===== config.mk =====
export PLATFORM = sky130hd
export DESIGN_NAME = imem_loader
export DESIGN_NICKNAME = d
export VERILOG_FILES = /design/src/rtl/core_pkg.sv /design/src/rtl/imem_store.sv /design/src/rtl/imem_loader.sv
export SDC_FILE = /design/constraint.sdc
export NUM_CORES = 1
export LEC_CHECK = 0
export ABC_CLOCK_PERIOD_IN_PS = 2750
export BUFFER_PORTS_ARGS = -buffer_cell sky130_fd_sc_hd__clkbuf_2
export CORE_AREA = 2 2 311 220
export CTS_BUF_LIST = sky130_fd_sc_hd__clkbuf_4 sky130_fd_sc_hd__clkbuf_8
export DETAILED_ROUTE_END_ITERATION = 8
export DIE_AREA = 0 0 313 222
export GPL_TIMING_DRIVEN = 0
export SLEW_MARGIN = 15
export SYNTH_ARGS = -nofsm -noshare
export SYNTH_HDL_FRONTEND = slang
export SYNTH_HIERARCHICAL = 1
export SYNTH_SLANG_ARGS = --single-unit

===== constraint.sdc =====
create_clock -name clk -period 2.75 [get_ports clk]
set_clock_uncertainty 0.2 [all_clocks]
set_input_delay 0.1375 -clock clk [delete_from_list [all_inputs] [get_ports clk]]
set_output_delay 0.1375 -clock clk [all_outputs]
set_load 0.02 [all_outputs]

===== src/rtl/core_pkg.sv =====
// Constants and types shared between the instruction-memory loader and the core.
package core_pkg;
   localparam int unsigned DEPTH = 32;
   localparam int unsigned AW    = 5;
   localparam int unsigned IW    = 14;

   localparam logic [IW-1:0] NOP_INSTR = 14'b0;

   typedef enum logic [1:0] {
      IDLE,
      GET_LO,
      GET_HI,
      DONE
   } ldr_state_t;
endpackage


===== src/rtl/imem_store.sv =====
// DEPTH x IW instruction store: synchronous write, asynchronous read, no reset.
module imem_store #(
   parameter int unsigned DEPTH = 32,
   parameter int unsigned AW    = 5,
   parameter int unsigned IW    = 14
) (
   input  logic          clk,
   input  logic          we,
   input  logic [AW-1:0] waddr,
   input  logic [IW-1:0] wdata,
   input  logic [AW-1:0] raddr,
   output logic [IW-1:0] rdata
);

   logic [IW-1:0] mem [DEPTH];

   always_ff @(posedge clk) begin
      if (we) mem[waddr] <= wdata;
   end

   assign rdata = mem[raddr];

endmodule


===== src/rtl/imem_loader.sv =====
// Byte-serial program loader in front of the core's combinational fetch port;
// holds the core idle (core_run=0) until a load completes.
module imem_loader #(
   parameter int unsigned DEPTH = core_pkg::DEPTH,
   parameter int unsigned AW    = core_pkg::AW,
   parameter int unsigned IW    = core_pkg::IW
) (
   input  logic          clk,
   input  logic          rst,
   input  logic          ld_start,
   input  logic          ld_valid,
   output logic          ld_ready,
   input  logic [7:0]    ld_data,
   input  logic          ld_last,
   input  logic [AW-1:0] pc,
   output logic [IW-1:0] instraction,
   output logic          core_run,
   output logic          ld_err,
   output logic [AW:0]   words_loaded
);

   import core_pkg::*;

   // High-byte bits that fall outside the instruction width.
   localparam logic [7:0] HI_MASK = 8'(8'hFF << (IW - 8));

   ldr_state_t    state, state_nxt;
   logic [AW-1:0] wptr;
   logic [7:0]    lo_byte;
   logic [IW-1:0] wdata;
   logic [IW-1:0] rdata;
   logic          do_start, lo_we, we, finish;

   always_ff @(posedge clk or negedge rst) begin
      if (!rst) state <= IDLE;
      else      state <= state_nxt;
   end

   // ld_start outranks any simultaneous transfer, so an aborted byte is dropped.
   always_comb begin
      state_nxt = state;
      ld_ready  = 1'b0;
      do_start  = 1'b0;
      lo_we     = 1'b0;
      we        = 1'b0;
      finish    = 1'b0;
      case (state)
         IDLE, DONE: begin
            if (ld_start) begin
               do_start  = 1'b1;
               state_nxt = GET_LO;
            end
         end
         GET_LO: begin
            ld_ready = 1'b1;
            if (ld_start) begin
               do_start  = 1'b1;
               state_nxt = GET_LO;
            end else if (ld_valid) begin
               lo_we     = 1'b1;
               state_nxt = GET_HI;
            end
         end
         GET_HI: begin
            ld_ready = 1'b1;
            if (ld_start) begin
               do_start  = 1'b1;
               state_nxt = GET_LO;
            end else if (ld_valid) begin
               we = 1'b1;
               if (ld_last || wptr == AW'(DEPTH - 1)) begin
                  finish    = 1'b1;
                  state_nxt = DONE;
               end else begin
                  state_nxt = GET_LO;
               end
            end
         end
         default: state_nxt = IDLE;
      endcase
   end

   always_ff @(posedge clk or negedge rst) begin
      if (!rst) begin
         wptr         <= '0;
         words_loaded <= '0;
         core_run     <= 1'b0;
         ld_err       <= 1'b0;
         lo_byte      <= '0;
      end else if (do_start) begin
         wptr         <= '0;
         words_loaded <= '0;
         core_run     <= 1'b0;
         ld_err       <= 1'b0;
      end else begin
         if (lo_we) lo_byte <= ld_data;
         if (we) begin
            words_loaded <= words_loaded + (AW + 1)'(1);
            if ((ld_data & HI_MASK) != '0) ld_err <= 1'b1;
            if (finish) core_run <= 1'b1;
            else        wptr     <= wptr + AW'(1);
         end
      end
   end

   assign wdata = IW'({ld_data & ~HI_MASK, lo_byte});

   imem_store #(
      .DEPTH (DEPTH),
      .AW    (AW),
      .IW    (IW)
   ) u_store (
      .clk   (clk),
      .we    (we),
      .waddr (wptr),
      .wdata (wdata),
      .raddr (pc),
      .rdata (rdata)
   );

   assign instraction = (core_run && ({1'b0, pc} < words_loaded)) ? rdata : IW'(NOP_INSTR);

endmodule


==> flow_metrics.py, run 1 <==
metrics = {
    "outcome": {
        "outcome": "finished with violations",
        "violations": "hold timing",
    },
    "finish": {
        "drive_gt1_share_pct": 24.4,
        "layout.nets": 1315,
        "nFillCells": 6257,
        "register_area_um2": 14000,
        "syn_to_final_growth_pct": 19.5,
        "finalInstanceArea_um2": 22900,
        "multi_input_area_um2": 5120,
    },
    "sta": {
        "rsz0062_at_grt": "true",
        "slew_viol_final": 0,
        "maxSlewHeadroom_pct": 38.8,
        "period_needed_ns": 2.75,
        "tns_ns": 0,
        "hold_viol": 23,
        "whs_ns": -0.0582,
        "clock.fmax_mhz": 364,
        "period_share_pct": 99.9,
        "worst_pin_slew_ns": 0.918,
        "setup_viol": 0,
        "fin_ws_ns": 0.00239,
    },
    "die": {
        "core_um2": 66300,
        "pin_count": 41,
        "initial_core_util_pct": 28.9,
        "die_width_um": 313,
        "die-area_um2": 69500,
        "die_h_um": 222,
        "rows": 79,
    },
    "power": {
        "power_density_nw_per_um2": 683,
        "swShare_pct": 25.7,
        "power_frac_clock_pct": 33.3,
        "irDropWorstVdd_mv": 0.365,
        "power.switching_uw": 4020,
        "p_seq_share_pct": 59.5,
        "p_leak_uw": 0.00786,
        "power_uw": 15600,
        "comb_power_share_pct": 7.2,
        "p_int_uw": 11600,
    },
    "yosys": {
        "yosys_warnings": 6,
        "ys_seq_area_share_pct": 73.3,
        "yosysTopAreaCell": "edfxtp_1",
        "yosysUniqueCellTypes": 42,
        "synth_flop_cell": "edfxtp_1",
        "syn_avg_cell_area_um2": 16.8,
        "synthTopCellsByArea": "edfxtp_1, mux2i_1, dfrtp_1",
        "syn_nets": 1168,
        "synth_seq_cells": 471,
        "synth_edf_count": 448,
        "synth_top_area_share_pct": 70.3,
        "postSynth.asyncResetShare_pct": 4.88,
        "syn_area_um2": 19100,
        "synthTopCellsByCount": "edfxtp_1, mux2i_1, a22oi_1, a21oi_1, nor2_1",
        "syn_inst": 1141,
        "synth_most_common_cell": "edfxtp_1",
    },
    "placement": {
        "placed_area_um2": 20500,
        "place_congestion": 0.841,
        "io_buffer_count": 39,
        "dp_hpwl_um": 32100,
        "dp_slack_ns": -0.926,
    },
    "global_routing": {
        "grt_pass1_wl_um": 72100,
        "use_met1_pct": 20.0,
        "grt_util_met3_pct": 5.27,
        "antenna_found_initial": 2,
        "met2_usage_pct": 20.5,
        "grt_pass1_vias": 10900,
        "track_usage_pct": 14.2,
        "busiest_layer": "met2",
        "grt.overflow.total": 0,
        "grt_start_max_net_pins": 34,
    },
    "setup_path": {
        "cp.arrival_ns": 2.41,
        "cp_max_fo": 1,
        "reg2reg_slack_ns": 0.13,
        "cp_num_buf_inv": 1,
        "crit_slowest_cell": "nor3_4",
        "path_class": "flip-flop to output port",
        "critPathMaxStageDelay_ns": 0.35,
        "required_ns": 2.41,
        "worstSetupEndpointType": "output port",
        "start_kind": "flip-flop",
        "crit_chain": "mux2i_1 > a22o_1 > nor3_4 > a31oi_4 > nand3_2 > o211ai_1 > a21oi_1 > buf_4",
        "path_delay_family": "compound AO/OA/AOI/OAI gates",
    },
    "clock_network": {
        "h-tree-depth": 3,
        "clkLatencyLatePin_ns": 0.63,
        "cts_buffers": 67,
        "cts_root_buf": "clkbuf_8",
        "cts_sinks": 471,
        "clk_pin_slew_ns": 0.07,
        "cts_tree": "built",
        "clock_path_buffers": 3,
    },
    "drt": {
        "drc": 0,
        "viasPerCell": 4.95,
        "drt-initial-drc-count": 1195,
        "vias": 11000,
        "dr.pass1.iters": 5,
        "wirelength_um": 50200,
        "ant_nets": 0,
        "wl_per_cell_um": 22.6,
    },
    "worst_hold_path": {
        "hold_class": "input pin to asynchronous set/reset pin",
    },
    "run": {
        "maxCapViolCount": 0,
    },
}
[logic make-up after synthesis]
kind of cell,Yosys count,synth area share (%)
simple gates,172,4.38
mux,236,12.4
flops,471,73.3
compound gates,171,6.14
xor+xnor,3,0.137
fa+ha+maj,9,0.588
buf+inv,79,3.09
[cell type report]
cell class | instances | share of cell area (%)
clock inverter | 26 | 0.602
timing repair buffer | 80 | 3.41
buffer | 67 | 2.52
clock buffer | 85 | 4.68
multi-input combinational | 591 | 22.4
antenna | 1 | 0.0109
tap | 891 | 4.87
inverter | 10 | 0.164
sequential | 471 | 61.4
[through the flow]
stage / std cells / utilization, % / hold WS (ns)
4_1_cts: 2218 / 34.2 / 0.122
6_report: 2222 / 34.5 / -0.0582
5_1_grt: 2221 / 34.5 / 0.0184
3_5_place_dp: 2071 / 30.9 / -0.0348
3_3_place_gp: 2071 / 30.8 / -0.0378
2_1_floorplan: 1141 / - / -0.358
[flip-flops by register name (all words and copies together), names as in the netlist]
name and flops:
core_run 1, ld_err 1, lo_byte 8, state 2, u_store/mem 448, words_loaded 6
wptr 5
[repair_timing]
action | in CTS | in global routing
hold buffers | 9 | 0
endpoints found under the setup margin | 462 | 95
pin swaps | 22 | 11
cloned | 2 | 0
gates resized for setup | 105 | 34
setup buffers | 27 | 4
hold endpoints to repair | 44 | 0
[layout by cell type, fill, tap and decap left out, types with 4 or more instances in the layout]
master,count
mux2i_1,226
dfrtp_2,9
a21oi_1,44
clkinv_1,18
nor2_1,16
buf_6,18
o211ai_1,14
edfxtp_1,448
ha_1,6
a31oi_4,6
a31oi_2,5
a22oi_1,54
a22o_1,28
nand2b_1,4
clkbuf_1,5
nor3_4,10
nand3_1,30
mux2_2,8
nand3b_1,6
clkbuf_4,19
nor2_4,32
nand2_1,32
clkbuf_2,33
buf_2,25
buf_4,24
o21ai_0,4
a21oi_2,5
buf_12,26
inv_1,8
nor3_2,4
nand4_1,17
clkbuf_8,69
dlygate4sd3_1,8
dfrtp_1,14
clkinv_2,5
[final timing paths]
kind	start	to	depth (start not counted)
min in group clk	ld_data[4]	u_store/mem[11][12]$_DFFE_PP_	1
max in group asynchronous	rst	lo_byte[2]$_DFFE_PN0P_	3
worst min-delay path	rst	ld_err$_DFFE_PN0P_	3
worst max register to register	state[0]$_DFFE_PN0P_	u_store/mem[19][4]$_DFFE_PP_	7
worst min register to register	ld_err$_DFFE_PN0P_	ld_err$_DFFE_PN0P_	2
worst max-delay path	u_store/mem[7][8]$_DFFE_PP_	instraction[8]	8
[worst register-to-register path, cell delays in order (launching register included)]
cell and delay, ns:
dfrtp_1 0.41, inv_1 0.07, ha_1 0.27, nand2_1 0.14, nor2_2 0.19, nand3_2 0.52, nor2_4 0.33, buf_12 0.18
[power by group through the flow]
stage	clock [uW]	combinational [uW]	sequential, uW
floorplan	0	632	9000
global placement	0	964	9450
detailed placement	0	984	9470
CTS	5330	1090	9320
global route	5670	1200	9360
finish	5200	1120	9300
[per-layer routing]
layer  routed length [um]  vias up
li1                     -     4800
met3                 5220       74
met4                  943        0
met1                22300     5625
met2                21700      504
met5                    0        -
Note: power is estimated with default switching activity, not from simulation.
==> run 2: changes to the inputs <==
- CORE_AREA: 2 2 311 220 -> 2 2 213 320
- DIE_AREA: 0 0 313 222 -> 0 0 215 322
- TNS_END_PERCENT: not set -> 5
==> run 2 against run 1 <==
Combinational power is 19% higher; critical endpoint is now instraction[4]; largest cell class unchanged; die area shrank 0.37%; flip-flop and latch count unchanged; the flow finishes with violations (hold timing, setup timing); critical path depth unchanged.
==> flow_metrics.py, run 2 (synthesis gave the netlist of run 1 again) <==
metrics = {
    "setup_path": {
        "cp_max_fo": 1,
        "worstSetupEndpointType": "output port",
        "crit_chain": "mux2i_1 > a22o_1 > nor3_1 > a31oi_2 > nand3_1 > o211ai_1 > a21oi_2 > clkbuf_2",
        "required_ns": 2.41,
        "critPathMaxStageDelay_ns": 0.37,
        "path_class": "flip-flop to output port",
        "cp.arrival_ns": 2.45,
        "reg2reg_slack_ns": 0.11,
        "crit_slowest_cell": "nor3_1",
        "start_kind": "flip-flop",
    },
    "worst_hold_path": {
        "hold_class": "input pin to asynchronous set/reset pin",
    },
    "sta": {
        "rsz0062_at_grt": "true",
        "fin_ws_ns": -0.0401,
        "worst_pin_slew_ns": 1.10,
        "period_share_pct": 101,
        "slew_viol_final": 0,
        "period_needed_ns": 2.79,
        "clock.fmax_mhz": 358,
        "setup_viol": 4,
        "tns_ns": -0.0844,
        "hold_viol": 23,
        "maxSlewHeadroom_pct": 26.7,
        "whs_ns": -0.0463,
    },
    "die": {
        "rows": 116,
        "initial_core_util_pct": 28.8,
        "die_h_um": 322,
        "pin_count": 41,
        "die_width_um": 215,
        "die-area_um2": 69200,
        "core_um2": 66500,
    },
    "clock_network": {
        "cts_tree": "built",
        "h-tree-depth": 3,
        "clkLatencyLatePin_ns": 0.63,
        "cts_buffers": 67,
        "clk_pin_slew_ns": 0.07,
        "clock_path_buffers": 3,
        "cts_root_buf": "clkbuf_8",
        "cts_sinks": 471,
    },
    "drt": {
        "wirelength_um": 50300,
        "dr.pass1.iters": 5,
        "drt-initial-drc-count": 771,
        "drc": 0,
        "ant_nets": 0,
        "wl_per_cell_um": 22.8,
        "vias": 10700,
        "viasPerCell": 4.83,
    },
    "global_routing": {
        "grt_pass1_wl_um": 71900,
        "track_usage_pct": 14.4,
        "grt_pass1_vias": 11000,
        "antenna_found_initial": 6,
        "grt_start_max_net_pins": 34,
        "grt.overflow.total": 0,
    },
    "finish": {
        "layout.nets": 1298,
        "drive_gt1_share_pct": 23.4,
        "syn_to_final_growth_pct": 17.7,
        "largest_reg_flops": 448,
        "layout_commonest_cell": "edfxtp_1",
        "top_register": "u_store/mem",
        "layout_common_cells": "edfxtp_1, mux2i_1, clkbuf_8",
        "top_regs": "u_store/mem (448), lo_byte (8), words_loaded (6)",
    },
    "power": {
        "irDropWorstVdd_mv": 0.499,
        "power_frac_clock_pct": 33.6,
        "comb_power_share_pct": 8.4,
        "power.switching_uw": 4070,
        "p_int_uw": 11800,
        "p_leak_uw": 0.00774,
        "power_density_nw_per_um2": 702,
        "swShare_pct": 25.7,
        "p_seq_share_pct": 58.1,
    },
    "run": {
        "maxCapViolCount": 0,
    },
    "outcome": {
        "violations": "hold timing, setup timing",
        "outcome": "finished with violations",
    },
    "placement": {
        "dp_hpwl_um": 34000,
        "io_buffer_count": 39,
        "place_congestion": 0.915,
        "dp_slack_ns": -0.873,
    },
}
## run 2: path summary, 6_finish.rpt
path / start / endpoint / cells after the start
max: u_store/mem[7][4]$_DFFE_PP_ / instraction[4] / 8
min: rst / wptr[1]$_DFFE_PN0P_ / 3
min reg2reg: ld_err$_DFFE_PN0P_ / ld_err$_DFFE_PN0P_ / 2
min in group clk: ld_data[5] / u_store/mem[0][13]$_DFFE_PP_ / 1
max in group asynchronous: rst / lo_byte[4]$_DFFE_PN0P_ / 3
max reg2reg: state[0]$_DFFE_PN0P_ / u_store/mem[28][4]$_DFFE_PP_ / 6
## run 2: per-layer routing
metal / track usage [%] / wire [um]
met1: 14.9 / 18000
met2: 27.4 / 27400
met3: 3.29 / 2990
met4: 6.38 / 1910
met5: 0 / 45
## run 2: power by group through the flow
stage	clock, uW	combinational (uW)	sequential (uW)
2_1_floorplan	0	632	9000
3_3_place_gp	0	983	9510
3_5_place_dp	0	1300	9380
4_1_cts	5440	1350	9220
5_1_grt	5700	1420	9250
6_report	5310	1330	9190
## run 2: final cells by class
| cell class | count | area (um2) |
|---|---|---|
| Timing Repair Buffer | 62 | 556 |
| Clock buffer | 83 | 1050 |
| Sequential cell | 471 | 14000 |
| Antenna cell | 2 | 5.00 |
| Fill cell | 6461 | 43900 |
| Clock inverter | 35 | 226 |
| Multi-Input combinational cell | 591 | 4960 |
| Inverter | 10 | 37.5 |
| Tap cell | 885 | 1110 |
| Buffer | 68 | 566 |
## run 2: worst max-delay path, delay by kind of cell (launching register included)
family | cells | cell delay, ns
AOI/OAI and AO/OA | 4 | 0.75
and+or+nand+nor | 2 | 0.48
DFF | 1 | 0.33
buffers and inverters | 1 | 0.19
muxes | 1 | 0.06
## run 2: through the flow
| stage | utilization, % | instances | total power [uW] | instance area, um2 | hold slack, ns |
|---|---|---|---|---|---|
| global placement | 30.8 | 2065 | 10500 | 20400 | -0.0277 |
| floorplan | - | 1141 | 9630 | 19100 | -0.358 |
| global route | 33.9 | 2207 | 16400 | 22500 | 0.0214 |
| CTS | 33.7 | 2203 | 16000 | 22400 | 0.116 |
| finish | 33.9 | 2207 | 15800 | 22500 | -0.0463 |
| detailed placement | 31.0 | 2068 | 10700 | 20600 | -0.0237 |
## run 2: timing repair
action,4_1_cts,5_1_grt
resized for setup,68,36
pin swaps,9,2
hold endpoints to repair,42,0
buffers inserted,11,2
endpoints found under the setup margin,462,252
hold buffers,7,0
==> run 3: changes to the inputs <==
- CORE_AREA: 2 2 213 320 -> 5 5 216 323
- DIE_AREA: 0 0 215 322 -> 0 0 221 328
==> run 3 against run 2 <==
Die area grew 4.7%; the flow finishes with violations (setup timing); worst hold slack better by 0.086 ns; final cell count is 0.14% lower; combinational power is 9% higher; sequential share of layout area up 0.067 points; via count decreased by 0.17%; register-to-register slack better by 0.04 ns; clock power about the same; design area is 0.12% lower; count of clock-buffer cells in the layout grew 3.
==> flow_metrics.py, run 3 (synthesis gave the netlist of run 1 again) <==
metrics = {
    "setup_path": {
        "crit_chain": "clkbuf_2 > nor2_1 > clkbuf_1 > a22o_1 > nor3_4 > a31oi_1 > nand3_1 > o211ai_1 > a21oi_2 > clkbuf_8",
        "required_ns": 2.41,
        "crit_slowest_cell": "clkbuf_1",
        "reg2reg_slack_ns": 0.15,
        "r2r_cells": 6,
        "cp_max_fo": 10,
        "start_kind": "input pin",
        "cp.arrival_ns": 2.44,
        "critPathMaxStageDelay_ns": 0.49,
        "path_class": "input pin to output port",
        "worstSetupEndpointType": "output port",
    },
    "die": {
        "die-area_um2": 72500,
        "die_width_um": 221,
        "pin_count": 41,
        "die_h_um": 328,
        "initial_core_util_pct": 28.8,
        "core_um2": 66500,
        "rows": 116,
    },
    "clock_network": {
        "cts_buffers": 66,
        "cts_root_buf": "clkbuf_8",
        "clkLatencyLatePin_ns": 0.60,
        "h-tree-depth": 3,
        "clk_pin_slew_ns": 0.08,
        "cts_tree": "built",
        "clock_path_buffers": 3,
        "cts_sinks": 471,
    },
    "finish": {
        "largest_reg_flops": 448,
        "top_register": "u_store/mem",
        "fin_util_pct": 33.9,
        "drive_gt1_share_pct": 22.9,
        "layout_common_cells": "edfxtp_1, mux2i_1, clkbuf_8",
        "layout.nets": 1291,
        "layout_commonest_cell": "edfxtp_1",
        "nFillCells": 6406,
        "syn_to_final_growth_pct": 17.6,
        "finalInstanceArea_um2": 22500,
        "top_regs": "u_store/mem (448), lo_byte (8), words_loaded (6)",
        "final_cells": 2204,
    },
    "placement": {
        "place_inst": 2069,
        "place_congestion": 0.875,
        "dp_slack_ns": -0.815,
        "io_buffer_count": 39,
        "dp_hpwl_um": 33800,
        "placed_area_um2": 20600,
    },
    "sta": {
        "hold_viol": 0,
        "period_share_pct": 101,
        "maxSlewHeadroom_pct": 28.1,
        "rsz0062_at_grt": "true",
        "period_needed_ns": 2.78,
        "clock.fmax_mhz": 359,
        "setup_viol": 2,
        "fin_ws_ns": -0.0323,
        "slew_viol_final": 0,
        "worst_pin_slew_ns": 1.08,
    },
    "drt": {
        "drc": 0,
        "dr.pass1.iters": 5,
        "viasPerCell": 4.83,
        "wl_per_cell_um": 22.8,
        "drt-initial-drc-count": 1026,
        "ant_nets": 0,
        "wirelength_um": 50200,
        "vias": 10600,
    },
    "power": {
        "power_uw": 15900,
        "power_density_nw_per_um2": 706,
        "irDropWorstVdd_mv": 0.340,
        "p_leak_uw": 0.00773,
    },
    "global_routing": {
        "grt.overflow.total": 0,
        "grt_start_max_net_pins": 34,
        "track_usage_pct": 13.4,
        "antenna_found_initial": 6,
        "grt_pass1_vias": 10700,
        "grt_pass1_wl_um": 71800,
    },
    "worst_hold_path": {
        "holdPathStages": 3,
        "hold_class": "input pin to flip-flop",
    },
    "outcome": {
        "violations": "setup timing",
        "outcome": "finished with violations",
    },
    "run": {
        "maxCapViolCount": 0,
    },
}
-- run 3: area by class of cell --
type                       count  area, um2  share of cell area (%)
antenna                        7       17.5                  0.0778
buffer                        68        568                    2.52
clock buffer                  86       1060                    4.73
clock inverter                30        203                   0.900
inverter                      10       40.0                   0.178
multi-input combinational    591       4960                    22.0
sequential                   471      14000                    62.3
tap                          885       1110                    4.92
timing repair buffer          56        519                    2.31
-- run 3: critical path: cells and delay by family --
family | cells | cell delay, ns
and+or+nand+nor | 3 | 0.52
buffers and inverters | 3 | 0.81
AOI/OAI and AO/OA | 4 | 0.96
-- run 3: worst paths after layout --
check,start,end
worst min-delay path,ld_start,lo_byte[5]$_DFFE_PN0P_
max in group asynchronous,rst,words_loaded[3]$_DFFE_PN0P_
worst max register to register,state[0]$_DFFE_PN0P_,u_store/mem[0][2]$_DFFE_PP_
worst max-delay path,pc[2],instraction[5]
worst min register to register,ld_err$_DFFE_PN0P_,ld_err$_DFFE_PN0P_
min in group asynchronous,rst,ld_err$_DFFE_PN0P_
-- run 3: repair_timing --
action / CTS / global route
pin swaps: 5 / 3
hold endpoints to repair: 37 / 0
hold buffers: 8 / 0
resized for setup: 71 / 34
setup buffers: 3 / 2
endpoints found under the setup margin: 462 / 322
-- run 3: report_power, final --
group	total [uW]	internal (uW)	switching, uW
Clock	5320	2740	2580
Combinational	1450	545	905
Sequential	9120	8530	590
Total	15900	11800	4070
-- run 3: routing by layer --
layer	routed length (um)	track usage, %	vias to the layer above	part of all wire [%]
li1	-	-	4755	-
met5	0	0	-	0
met3	2930	3.10	81	5.8
met1	18400	14.5	5469	37
met4	1900	6.07	0	3.8
met2	26900	24.8	337	54
-- run 3: through the flow --
| stage | TNS (ns) | hold slack [ns] |
|---|---|---|
| 2_1_floorplan | 0 | -0.358 |
| 3_3_place_gp | -281.64 | -0.0310 |
| 3_5_place_dp | -233.47 | -0.0221 |
| 4_1_cts | -90.68 | 0.0166 |
| 5_1_grt | -0.698 | 0.0399 |
| 6_report | -0.0364 | 0.0392 |
